==> config.mk <==
export PLATFORM = sky130hd
export DESIGN_NAME = spi_frame_router
export DESIGN_NICKNAME = d
export VERILOG_FILES = /design/src/rtl/spi_frame_router.sv
export SDC_FILE = /design/constraint.sdc
export NUM_CORES = 1
export LEC_CHECK = 0
export CORE_ASPECT_RATIO = 0.8
export CORE_MARGIN = 5
export CORE_UTILIZATION = 45
export CTS_BUF_LIST = sky130_fd_sc_hd__clkbuf_4 sky130_fd_sc_hd__clkbuf_8 sky130_fd_sc_hd__clkbuf_16
export DETAILED_ROUTE_END_ITERATION = 10
export PLACE_DENSITY_LB_ADDON = 0.1
export SYNTH_ARGS = -nofsm -noshare
export SYNTH_HDL_FRONTEND = slang
export SYNTH_SLANG_ARGS = --single-unit
==> constraint.sdc <==
create_clock -name clk_i -period 3 [get_ports clk_i]
set_input_delay 0.3 -clock clk_i [delete_from_list [all_inputs] [get_ports clk_i]]
set_output_delay 0.3 -clock clk_i [all_outputs]
set_load 0.1 [all_outputs]
==> src/rtl/spi_frame_router.sv <==
`default_nettype none
// ============================================================================
// Module   : spi_frame_router
// Purpose  : Assembles SPI byte frames (opcode, address, value) into bus
//            commands. Each command goes to exactly one of NUM_CORES core
//            interfaces, chosen by equal-sized address windows. Burst reads
//            and writes auto-increment the address. Read data is returned
//            MSB-first on the SPI tx byte.
// Ports    : clk_i / rst_ni          system clock, async active-low reset
//            spi_cs_i                SPI chip select (async, active low)
//            spi_rx_valid_i/_byte_i  received byte strobe and data
//            spi_tx_byte_o           byte shifted out during next SPI byte
//            instruction_o           latched opcode
//            address_o               current word address
//            value_o                 write value
//            cmd_valid_o             one-cycle command strobe
//            core_sel_o              one-hot target core, qualifies strobe
//            result_i                per-core results, core k at [k*DW +: DW]
//            err_o                   sticky frame error
// Revision : 1.0 - initial release
// ============================================================================
module spi_frame_router #(
    parameter int ADDR_BYTES = 3,
    parameter int DATA_BYTES = 4,
    parameter int NUM_CORES  = 2,
    parameter int CORE_SPAN  = 16,
    parameter int RESULT_LAT = 1
) (
    input  logic                              clk_i,
    input  logic                              rst_ni,
    input  logic                              spi_cs_i,
    input  logic                              spi_rx_valid_i,
    input  logic [7:0]                        spi_rx_byte_i,
    output logic [7:0]                        spi_tx_byte_o,
    output logic [7:0]                        instruction_o,
    output logic [8*ADDR_BYTES-1:0]           address_o,
    output logic [8*DATA_BYTES-1:0]           value_o,
    output logic                              cmd_valid_o,
    output logic [NUM_CORES-1:0]              core_sel_o,
    input  logic [NUM_CORES*8*DATA_BYTES-1:0] result_i,
    output logic                              err_o
);

    localparam int AW     = 8 * ADDR_BYTES;
    localparam int DW     = 8 * DATA_BYTES;
    localparam int MAXB   = (ADDR_BYTES > DATA_BYTES) ? ADDR_BYTES : DATA_BYTES;
    localparam int CW     = $clog2(MAXB + 1);
    localparam int SW     = (NUM_CORES > 1) ? $clog2(NUM_CORES) : 1;

    localparam logic [7:0] c_OP_WRITE = 8'h01;
    localparam logic [7:0] c_OP_READ  = 8'h02;
    localparam logic [7:0] c_TX_ERR   = 8'hEE;

    localparam logic [2:0] c_IDLE    = 3'd0;
    localparam logic [2:0] c_ADDR    = 3'd1;
    localparam logic [2:0] c_DATA    = 3'd2;
    localparam logic [2:0] c_RESP    = 3'd3;
    localparam logic [2:0] c_DISCARD = 3'd4;

    localparam logic [CW-1:0] c_LAST_ADDR = CW'(ADDR_BYTES - 1);
    localparam logic [CW-1:0] c_LAST_DATA = CW'(DATA_BYTES - 1);

    // ------------------------------------------------------------------
    // Window decode helpers
    // ------------------------------------------------------------------
    function automatic logic [NUM_CORES-1:0] f_decode(input logic [AW-1:0] addr);
        logic [NUM_CORES-1:0] sel;
        logic [63:0]          a64;
        sel = '0;
        a64 = 64'(addr);
        for (int k = 0; k < NUM_CORES; k++) begin
            if ((a64 >= 64'(k * CORE_SPAN)) && (a64 < 64'((k + 1) * CORE_SPAN))) begin
                sel[k] = 1'b1;
            end
        end
        return sel;
    endfunction

    function automatic logic [SW-1:0] f_index(input logic [NUM_CORES-1:0] onehot);
        logic [SW-1:0] idx;
        idx = '0;
        for (int k = 0; k < NUM_CORES; k++) begin
            if (onehot[k]) begin
                idx = SW'(k);
            end
        end
        return idx;
    endfunction

    // ------------------------------------------------------------------
    // Registers and wires
    // ------------------------------------------------------------------
    logic [1:0]            r_cs_sync;
    logic [2:0]            r_state;
    logic [2:0]            w_state_nxt;
    logic [CW-1:0]         r_byte_cnt;
    logic [DW-1:0]         r_wdata_sh;
    logic [DW-1:0]         r_rd_sh;
    logic [RESULT_LAT-1:0] r_cap_pipe;
    logic [SW-1:0]         r_sel_idx;

    logic                  w_cs_high;
    logic                  w_rx;
    logic                  w_op_valid;
    logic [AW-1:0]         w_addr_shift;
    logic [AW-1:0]         w_addr_inc;
    logic [AW-1:0]         w_dec_addr;
    logic [NUM_CORES-1:0]  w_dec_sel;
    logic                  w_in_range;
    logic [DW-1:0]         w_wdata_shift;
    logic                  w_last_addr;
    logic                  w_last_data;
    logic                  w_rd_strobe;
    logic                  w_capture;
    logic [DW-1:0]         w_results [NUM_CORES];

    generate
        for (genvar k = 0; k < NUM_CORES; k++) begin : g_slice
            assign w_results[k] = result_i[k*DW +: DW];
        end
    endgenerate

    // Frame end is the synchronised chip select; it also gates rx so a byte
    // landing in the same cycle as cs-high is dropped.
    assign w_cs_high     = r_cs_sync[1];
    assign w_rx          = spi_rx_valid_i && !w_cs_high;
    assign w_op_valid    = (spi_rx_byte_i == c_OP_WRITE) || (spi_rx_byte_i == c_OP_READ);
    assign w_addr_shift  = AW'({address_o, spi_rx_byte_i});
    assign w_addr_inc    = address_o + AW'(1);
    assign w_wdata_shift = DW'({r_wdata_sh, spi_rx_byte_i});
    assign w_last_addr   = (r_byte_cnt == c_LAST_ADDR);
    assign w_last_data   = (r_byte_cnt == c_LAST_DATA);

    // The address to decode depends on where the word boundary falls:
    // the freshly shifted address at the end of ADDR, the current address
    // in a write burst (already incremented after the previous strobe), and
    // the next address in a read burst.
    always_comb begin
        w_dec_addr = address_o;
        case (r_state)
            c_ADDR:  w_dec_addr = w_addr_shift;
            c_RESP:  w_dec_addr = w_addr_inc;
            default: w_dec_addr = address_o;
        endcase
    end

    assign w_dec_sel  = f_decode(w_dec_addr);
    assign w_in_range = |w_dec_sel;

    // Read strobes feed a delay line whose tail marks the cycle result_i is
    // valid for the selected core.
    assign w_rd_strobe = cmd_valid_o && (r_state == c_RESP);
    assign w_capture   = r_cap_pipe[RESULT_LAT-1] && (r_state == c_RESP);

    // ------------------------------------------------------------------
    // FSM state register
    // ------------------------------------------------------------------
    always_ff @(posedge clk_i or negedge rst_ni) begin
        if (!rst_ni) begin
            r_state <= c_IDLE;
        end else begin
            r_state <= w_state_nxt;
        end
    end

    // ------------------------------------------------------------------
    // FSM next state
    // ------------------------------------------------------------------
    always_comb begin
        w_state_nxt = r_state;
        case (r_state)
            c_IDLE: begin
                if (w_rx) begin
                    w_state_nxt = w_op_valid ? c_ADDR : c_DISCARD;
                end
            end
            c_ADDR: begin
                if (w_rx && w_last_addr) begin
                    if (!w_in_range) begin
                        w_state_nxt = c_DISCARD;
                    end else if (instruction_o == c_OP_WRITE) begin
                        w_state_nxt = c_DATA;
                    end else begin
                        w_state_nxt = c_RESP;
                    end
                end
            end
            c_DATA, c_RESP: begin
                if (w_rx && w_last_data && !w_in_range) begin
                    w_state_nxt = c_DISCARD;
                end
            end
            c_DISCARD: w_state_nxt = c_DISCARD;
            default:   w_state_nxt = c_IDLE;
        endcase
        if (w_cs_high) begin
            w_state_nxt = c_IDLE;
        end
    end

    // ------------------------------------------------------------------
    // Datapath
    // ------------------------------------------------------------------
    always_ff @(posedge clk_i or negedge rst_ni) begin
        if (!rst_ni) begin
            r_cs_sync     <= 2'b11;
            r_byte_cnt    <= '0;
            r_wdata_sh    <= '0;
            r_rd_sh       <= '0;
            r_cap_pipe    <= '0;
            r_sel_idx     <= '0;
            instruction_o <= '0;
            address_o     <= '0;
            value_o       <= '0;
            cmd_valid_o   <= 1'b0;
            core_sel_o    <= '0;
            err_o         <= 1'b0;
        end else begin
            r_cs_sync   <= {r_cs_sync[0], spi_cs_i};
            cmd_valid_o <= 1'b0;
            core_sel_o  <= '0;
            r_cap_pipe  <= RESULT_LAT'({r_cap_pipe, w_rd_strobe});

            if (w_cs_high) begin
                // Drop any partial word; address, value and error are kept.
                r_byte_cnt <= '0;
                r_wdata_sh <= '0;
                r_rd_sh    <= '0;
                r_cap_pipe <= '0;
            end else begin
                case (r_state)
                    c_IDLE: begin
                        if (w_rx) begin
                            instruction_o <= spi_rx_byte_i;
                            err_o         <= !w_op_valid;
                            r_byte_cnt    <= '0;
                        end
                    end

                    c_ADDR: begin
                        if (w_rx) begin
                            address_o <= w_addr_shift;
                            if (w_last_addr) begin
                                r_byte_cnt <= '0;
                                r_wdata_sh <= '0;
                                if (!w_in_range) begin
                                    err_o <= 1'b1;
                                end else if (instruction_o == c_OP_READ) begin
                                    cmd_valid_o <= 1'b1;
                                    core_sel_o  <= w_dec_sel;
                                    r_sel_idx   <= f_index(w_dec_sel);
                                    r_rd_sh     <= '0;
                                end
                            end else begin
                                r_byte_cnt <= r_byte_cnt + CW'(1);
                            end
                        end
                    end

                    c_DATA: begin
                        // Advance to the next word address once the strobe
                        // has been seen with the old address.
                        if (cmd_valid_o) begin
                            address_o <= w_addr_inc;
                        end
                        if (w_rx) begin
                            if (w_last_data) begin
                                r_byte_cnt <= '0;
                                r_wdata_sh <= '0;
                                if (w_in_range) begin
                                    value_o     <= w_wdata_shift;
                                    cmd_valid_o <= 1'b1;
                                    core_sel_o  <= w_dec_sel;
                                end else begin
                                    err_o <= 1'b1;
                                end
                            end else begin
                                r_byte_cnt <= r_byte_cnt + CW'(1);
                                r_wdata_sh <= w_wdata_shift;
                            end
                        end
                    end

                    c_RESP: begin
                        if (w_rx) begin
                            // Each dummy byte exposes the next result byte.
                            r_rd_sh <= r_rd_sh << 8;
                            if (w_last_data) begin
                                r_byte_cnt <= '0;
                                address_o  <= w_addr_inc;
                                if (w_in_range) begin
                                    cmd_valid_o <= 1'b1;
                                    core_sel_o  <= w_dec_sel;
                                    r_sel_idx   <= f_index(w_dec_sel);
                                end else begin
                                    err_o <= 1'b1;
                                end
                            end else begin
                                r_byte_cnt <= r_byte_cnt + CW'(1);
                            end
                        end
                        if (w_capture) begin
                            r_rd_sh <= w_results[r_sel_idx];
                        end
                    end

                    default: begin
                        // DISCARD: bytes are ignored until the frame ends.
                    end
                endcase
            end
        end
    end

    always_comb begin
        spi_tx_byte_o = 8'h00;
        case (r_state)
            c_RESP:    spi_tx_byte_o = r_rd_sh[DW-1 -: 8];
            c_DISCARD: spi_tx_byte_o = c_TX_ERR;
            default:   spi_tx_byte_o = 8'h00;
        endcase
    end

endmodule
`default_nettype wire

==> results of run 1 <==
==> metal layers <==
metal / track usage, % / wire (um)
met5: 0 / 0
met3: 5.56 / 1880
met2: 32.9 / 9230
met1: 34.3 / 10100
met4: 6.12 / 289
==> kinds of logic (layout without fill, tap and decap cells) <==
kind of cell               after synthesis  count (layout)  share of synthesized area (%)
DFF                                    134             134                           46.1
muxes                                   75              75                           12.6
AOI/OAI and AO/OA                      222             222                           19.4
adders and majority gates                5               5                          0.860
buffers and inverters                   74             247                           4.40
and+or+nand+nor                        254             254                           16.3
xor gates and xnor gates                 3               3                          0.361
==> power groups by stage <==
stage | combinational, W | sequential (W) | clock (W)
2_1_floorplan | 0.000201 | 0.00217 | 0
3_3_place_gp | 0.000740 | 0.00193 | 0
3_5_place_dp | 0.000747 | 0.00193 | 0
4_1_cts | 0.000750 | 0.00189 | 0.00223
5_1_grt | 0.000786 | 0.00190 | 0.00232
6_report | 0.000747 | 0.00190 | 0.00221
==> Yosys cell counts (6+ instances only) <==
cell type | number | area, um^2
o22ai_1 | 10 | 62.6
buf_2 | 11 | 55.1
mux2_2 | 10 | 113
mux2i_1 | 35 | 350
a211oi_1 | 11 | 82.6
nand3_1 | 26 | 130
nor2b_1 | 6 | 37.5
nor4_1 | 8 | 50.1
nor3_1 | 15 | 75.1
inv_1 | 10 | 37.5
nor2_1 | 52 | 195
mux2_4 | 30 | 450
o2bb2ai_1 | 25 | 219
a21oi_1 | 49 | 245
clkbuf_1 | 42 | 158
a21o_1 | 14 | 105
nand4_1 | 10 | 62.6
o21ai_0 | 77 | 385
dfrtp_1 | 132 | 3300
and3_1 | 12 | 75.1
nand2_1 | 103 | 387
==> final timing paths <==
| check | slack [ps] | end |
|---|---|---|
| setup reg to reg | 150 | value_o[31] |
| min in group asynchronous | 450 | address_o[2] |
| hold / removal | 300 | r_cs_sync[0] |
| max in group asynchronous | 1760 | r_wdata_sh[5] |
| hold reg to reg | 360 | r_cs_sync[1] |
| setup / recovery | 150 | value_o[31] |
==> critical path, stage by stage, from the launching register on <==
cell	delay (ps)
dfrtp_4	400
nand3_1	110
or3_4	440
or3_4	400
a22o_1	300
a2111oi_4	430
nand2_2	120
buf_12	200
mux2_4	320
==> sequential cells by signal, indices dropped and copies added (netlist names) <==
| signal | flops |
|---|---|
| r_sel_idx | 1 |
| cmd_valid_o | 1 |
| r_cap_pipe | 1 |
| r_state | 3 |
| r_cs_sync | 2 |
| address_o | 24 |
| r_rd_sh | 32 |
| err_o | 1 |
| r_wdata_sh | 24 |
| core_sel_o | 2 |
| r_byte_cnt | 3 |
| instruction_o | 8 |
| value_o | 32 |
==> layout make-up <==
class / count / area [um^2]
Multi-Input combinational cell: 559 / 3630
Tap cell: 215 / 269
Clock buffer: 17 / 425
Inverter: 10 / 37.5
Clock inverter: 15 / 200
Fill cell: 1359 / 5950
Timing Repair Buffer: 205 / 1870
Sequential cell: 134 / 3410
==> per-stage QoR <==
step	setup slack (ps)	cells	hold slack, ps	TNS (ps)	instance area, um^2
global route	1.58	1155	293	0	9850
global placement	150	1122	346	0	9210
finish	146	1155	298	0	9850
floorplan	-74.0	767	4.41	-2160	7370
detailed placement	119	1122	355	0	9210
CTS	168	1155	289	0	9850
==> cell usage in the layout, fill, tap and decap left out, types with 3 or more instances in the layout <==
master           Yosys  final
inv_6                0      4
inv_1               10     10
nand3_1             26     26
and3_1              12     12
o21ai_0             77     77
nor2b_1              6      6
buf_12               0     11
o31ai_1              4      4
clkbuf_16            0     17
nor2_1              52     51
a31oi_1              5      5
dfrtp_4              0     12
and4_1               4      4
mux2_4              30     30
mux2i_1             35     35
buf_4                1    118
xnor2_1              3      3
nand2_1            103    102
or3_1                4      3
inv_8                0      5
nor4_1               8      7
a21oi_1             49     47
clkdlybuf4s50_1      0     74
mux2_2              10     10
a21o_1              14     14
nand4_1             10     10
or4_1                3      3
o22ai_1             10     10
nor3_1              15     15
a211oi_1            11     11
dfrtp_2              0     11
a22oi_1              5      5
o2bb2ai_1           25     25
dfrtp_1            132    109
ha_1                 5      5
==> impl_metrics.ini, run 1 <==
[status]
status = finished, final reports clean

[cts]
cts_resized = 0
number_of_h_tree_branching_levels = 4
tritoncts = built
cts_made_buffers = 17
cts.repair_timing.setup_buffer_count = 0
insertion_delay_of_the_later_clocked_pin_in_the_worst_skew_pair_ps = 420
clk_pin_slew_worst_paths_ps = 70
clk_root_buffer_cell = clkbuf_16
clock_tree.buffer_depth = 2
count_of_clock_tree_sinks = 134
cts.hold.buffers_added = 1

[synth]
synth_flop_cell = dfrtp_1
synthDistinctLibCells = 59
mappedNetlistNets = 848
syn-instance-count = 767
synth_warnings = 0
yosys_register_bits = 134
mappedNetlistArea_mm2 = 0.00727
asyncSetResetFlopFracSynth_pct = 100
synthesis.area_per_instance_um2 = 9.48
synth_edf_count = 0
yosysSeqAreaShare_pct = 46.1

[power]
power_frac_seq_pct = 39.1
vdd_drop_max_mv = 0.359
switching_share_pct = 30.5
p_int_w = 0.00337
combPwrFrac_pct = 15.4
finalPower_w = 0.00485
p_sw_w = 0.00148
power.density_mw_per_mm2 = 493
clkPwrFrac_pct = 45.5
leakage_nw = 4.21

[worst_hold_path]
hold_class = input port to register
timing.hold.worst.start = spi_cs_i
hold-path-cell-count = 1

[floorplanning]
start_util_pct = 46.0
core-area_mm2 = 0.0158
floorplan.die.width_um = 152
floorplan.die_area_mm2 = 0.0188
floorplan.die.height_um = 124
rows = 41
design.portCount = 152

[setup_path]
endpoint_kind = register
worstPathMaxFanout = 32
startpoint_type_of_the_worst_setup_path = register
critical_path_arrival_ps = 3160
crit_path_start = address_o[2]
worst_r2r_startpoint = address_o[2]
cell_count_of_the_worst_reg_to_reg_path = 8
timing_worst_setup_path_type = register to register
cp.required_ps = 3310

[route]
dr_total_vias = 6594
drt_pass1_iterations = 6
route.detailed.drc = 0
detailed_route_iter0_violations = 561
drt-vias-per-instance = 5.71
drtAntennaViolNets = 0
routedWlPerCell_um = 18.6
finalWirelength_um = 21500

[run]
max_cap_violations = 0

[final_layout]
post_route_cells_drive_above_1_share_pct = 25.4
n_antenna_cell = 0
nNetsFinal = 1008
postLayoutCoreUtil_pct = 62.3
syn2layout_area_growth_pct = 35.4

[place]
port_buffer_cells = 151
globalplace.congestion = 0.942
place_hpwl_um = 15300

[global_route]
grt_use_total_pct = 22.8
grt_pass1_wl_um = 34700
globalRoute.totalOverflow = 0
grt_max_degree = 72
grt_pass1_vias = 6403
antenna_found_initial = 0

[timing]
final-hold-violation-count = 0
slew_viol_final = 0
max_freq_mhz = 350
setup_violations = 0
min_period_over_period_pct = 95.1
grt_setup_unrepaired = no
timing.clock.skew_ps = 12.0
period_needed_ps = 2850
max_slew.worst_pin.slew_ps = 967
relSlewSlack_pct = 35.4
Note: power is estimated with default switching activity, not from simulation.
==> run 2: changes to the inputs <==
--- a/config.mk
+++ b/config.mk
@@ -5,12 +5,14 @@
 export SDC_FILE = /design/constraint.sdc
 export NUM_CORES = 1
 export LEC_CHECK = 0
+export ABC_AREA = 1
 export CORE_ASPECT_RATIO = 0.8
 export CORE_MARGIN = 5
 export CORE_UTILIZATION = 45
 export CTS_BUF_LIST = sky130_fd_sc_hd__clkbuf_4 sky130_fd_sc_hd__clkbuf_8 sky130_fd_sc_hd__clkbuf_16
 export DETAILED_ROUTE_END_ITERATION = 10
 export PLACE_DENSITY_LB_ADDON = 0.1
+export SLEW_MARGIN = 20
 export SYNTH_ARGS = -nofsm -noshare
 export SYNTH_HDL_FRONTEND = slang
 export SYNTH_SLANG_ARGS = --single-unit
==> impl_metrics.ini, run 2 <==
[setup_path]
cp.required_ps = 3300
timing_worst_setup_path_type = register to register
critical_path.top_delay_family = simple AND/OR/NAND/NOR gates
cp_slowest_cell = nor3_1
cpPeakStageDelay_ps = 560
ff2ff_setup_slack_ps = 250
endpoint_kind = register
crit_path_cells = inv_1, nand2_2, nor2_2, inv_2, nor3_1, nor2_2, buf_4, nand3_1, nand2_1
startpoint_type_of_the_worst_setup_path = register
critical_path.n_buffers_inverters = 3
worstPathMaxFanout = 14
crit_path_frequent_cell = nor2_2
critical_path_arrival_ps = 3060

[synth]
synthDistinctLibCells = 42
asyncSetResetFlopFracSynth_pct = 100
synth_flop_cell = dfrtp_1
mappedNetlistArea_mm2 = 0.00731
yosysSeqAreaShare_pct = 45.9
syn-instance-count = 998
yosys_register_bits = 134
synthesis.area_per_instance_um2 = 7.32
synth_area_leaders = dfrtp_1 45%, nand2_1 15%, nand3_1 5.7%, nor2_1 5.4%, o21ai_0 5.4%
synthMostInstantiatedCell = nand2_1
yosys.area.top_type = dfrtp_1
synthTopCellsByCount = 286 x nand2_1, 132 x dfrtp_1, 106 x nor2_1
synth_largest_type_area_fraction_pct = 45.2
synth_warnings = 0
mappedNetlistNets = 1079
synth_edf_count = 0

[floorplanning]
floorplan.die_area_mm2 = 0.0189
rows = 41
floorplan.die.height_um = 124
design.portCount = 152
floorplan.die.width_um = 152
start_util_pct = 46.1
core-area_mm2 = 0.0159

[global_route]
globalRoute.totalOverflow = 0
globalRouteMet1Util_pct = 33.5
grt_pass1_vias = 6696
grt.busiest_layer = met2
grt_use_total_pct = 22.7
met3_usage_pct = 6.53
antenna_found_initial = 0
grt_max_degree = 66
grt_pass1_wl_um = 34900
grt.met2_usage_pct = 33.5

[power]
finalPower_w = 0.00497
vdd_drop_max_mv = 0.534
power.density_mw_per_mm2 = 514
leakage_nw = 4.63

[final_layout]
layout_top_registers = r_rd_sh (32), value_o (32)
syn2layout_area_growth_pct = 32.1
post_route_cells_drive_above_1_share_pct = 14.9
fillerInstances = 1494
final_common_cell = nand2_1
nNetsFinal = 1230
layout_common_cells = 286 x nand2_1, 129 x dfrtp_1, 104 x nor2_1
n_antenna_cell = 0

[timing]
max_slew.worst_pin.slew_ps = 956
max_freq_mhz = 363
finalHoldWorstSlack_ps = 300
period_needed_ps = 2750
grt_setup_unrepaired = no
final-hold-violation-count = 0
relSlewSlack_pct = 36.2
slew_viol_final = 0
tns_ps = 0
setup_violations = 0
timing.clock.skew_ps = 8.71
min_period_over_period_pct = 91.7

[cts]
count_of_clock_tree_sinks = 134
cts.repair_timing.setup_buffer_count = 0
tritoncts = built
clk_root_buffer_cell = clkbuf_16
clock_tree.buffer_depth = 2
number_of_h_tree_branching_levels = 4
insertion_delay_of_the_later_clocked_pin_in_the_worst_skew_pair_ps = 420
cts_made_buffers = 17
clk_pin_slew_worst_paths_ps = 60

[route]
finalWirelength_um = 21600
route.detailed.drc = 0
drt-vias-per-instance = 5.19
drt_pass1_iterations = 5
dr_total_vias = 7144
routedWlPerCell_um = 15.7
detailed_route_iter0_violations = 547
drtAntennaViolNets = 0

[place]
place_hpwl_um = 15500
globalplace.congestion = 0.945
port_buffer_cells = 151

[run]
max_cap_violations = 0

[worst_hold_path]
hold_class = input port to register

[status]
status = finished, final reports clean
==> run 2: metrics by stage <==
stage               instance area [um^2]  setup slack (ps)  util, %  instances
finish                              9650               248     60.9       1377
global placement                    9030               332     57.0       1344
global route                        9650              13.4     60.9       1377
CTS                                 9640               243     60.8       1377
floorplan                           7310               136        -        998
detailed placement                  9030               270     57.0       1344
==> run 2: layer usage <==
metal / part of all wire (%) / wire, um
met3: 8.1 / 1760
met4: 1.2 / 264
met5: 0 / 0
met2: 42 / 9080
met1: 49 / 10500
==> run 2: worst paths after layout <==
kind / start / to / cells past startpoint
min in group asynchronous: rst_ni / instruction_o[6] / 2
worst max-delay path: r_state[2] / r_rd_sh[26] / 9
worst max register to register: r_state[2] / r_rd_sh[26] / 9
worst min register to register: r_cs_sync[0] / r_cs_sync[1] / 0
worst min-delay path: spi_cs_i / r_cs_sync[0] / 1
max in group asynchronous: rst_ni / r_cs_sync[1] / 3
==> run 2: final cells by class <==
cell class,count,area [um^2],area share [%]
clock buffers,17,425,4.41
clock inverters,15,171,1.78
inverters,98,368,3.81
flip-flops and latches,134,3360,34.8
multi-input cells,721,3410,35.4
repair buffers,177,1650,17.0
well taps,215,269,2.79
==> run 2: logic make-up after synthesis <==
family	count (synthesis)	share of synthesized area (%)
buf+inv	143	7.94
fa+ha+maj	5	0.856
simple gates	522	30.1
xor+xnor	3	0.360
compound gates	191	14.8
flops	134	45.9
==> run 2: what timing repair did <==
item | CTS | global route
setup endpoints to repair | 0 | 32
hold endpoints to repair | 43 | 0
gates resized for setup | 0 | 2
hold buffers | 1 | 0
==> run 2: power breakdown <==
part	switching, W	total [W]	internal (W)
logic	0.000662	0.000938	0.000276
clock network	0.000869	0.00212	0.00125
registers	0.0000574	0.00191	0.00185
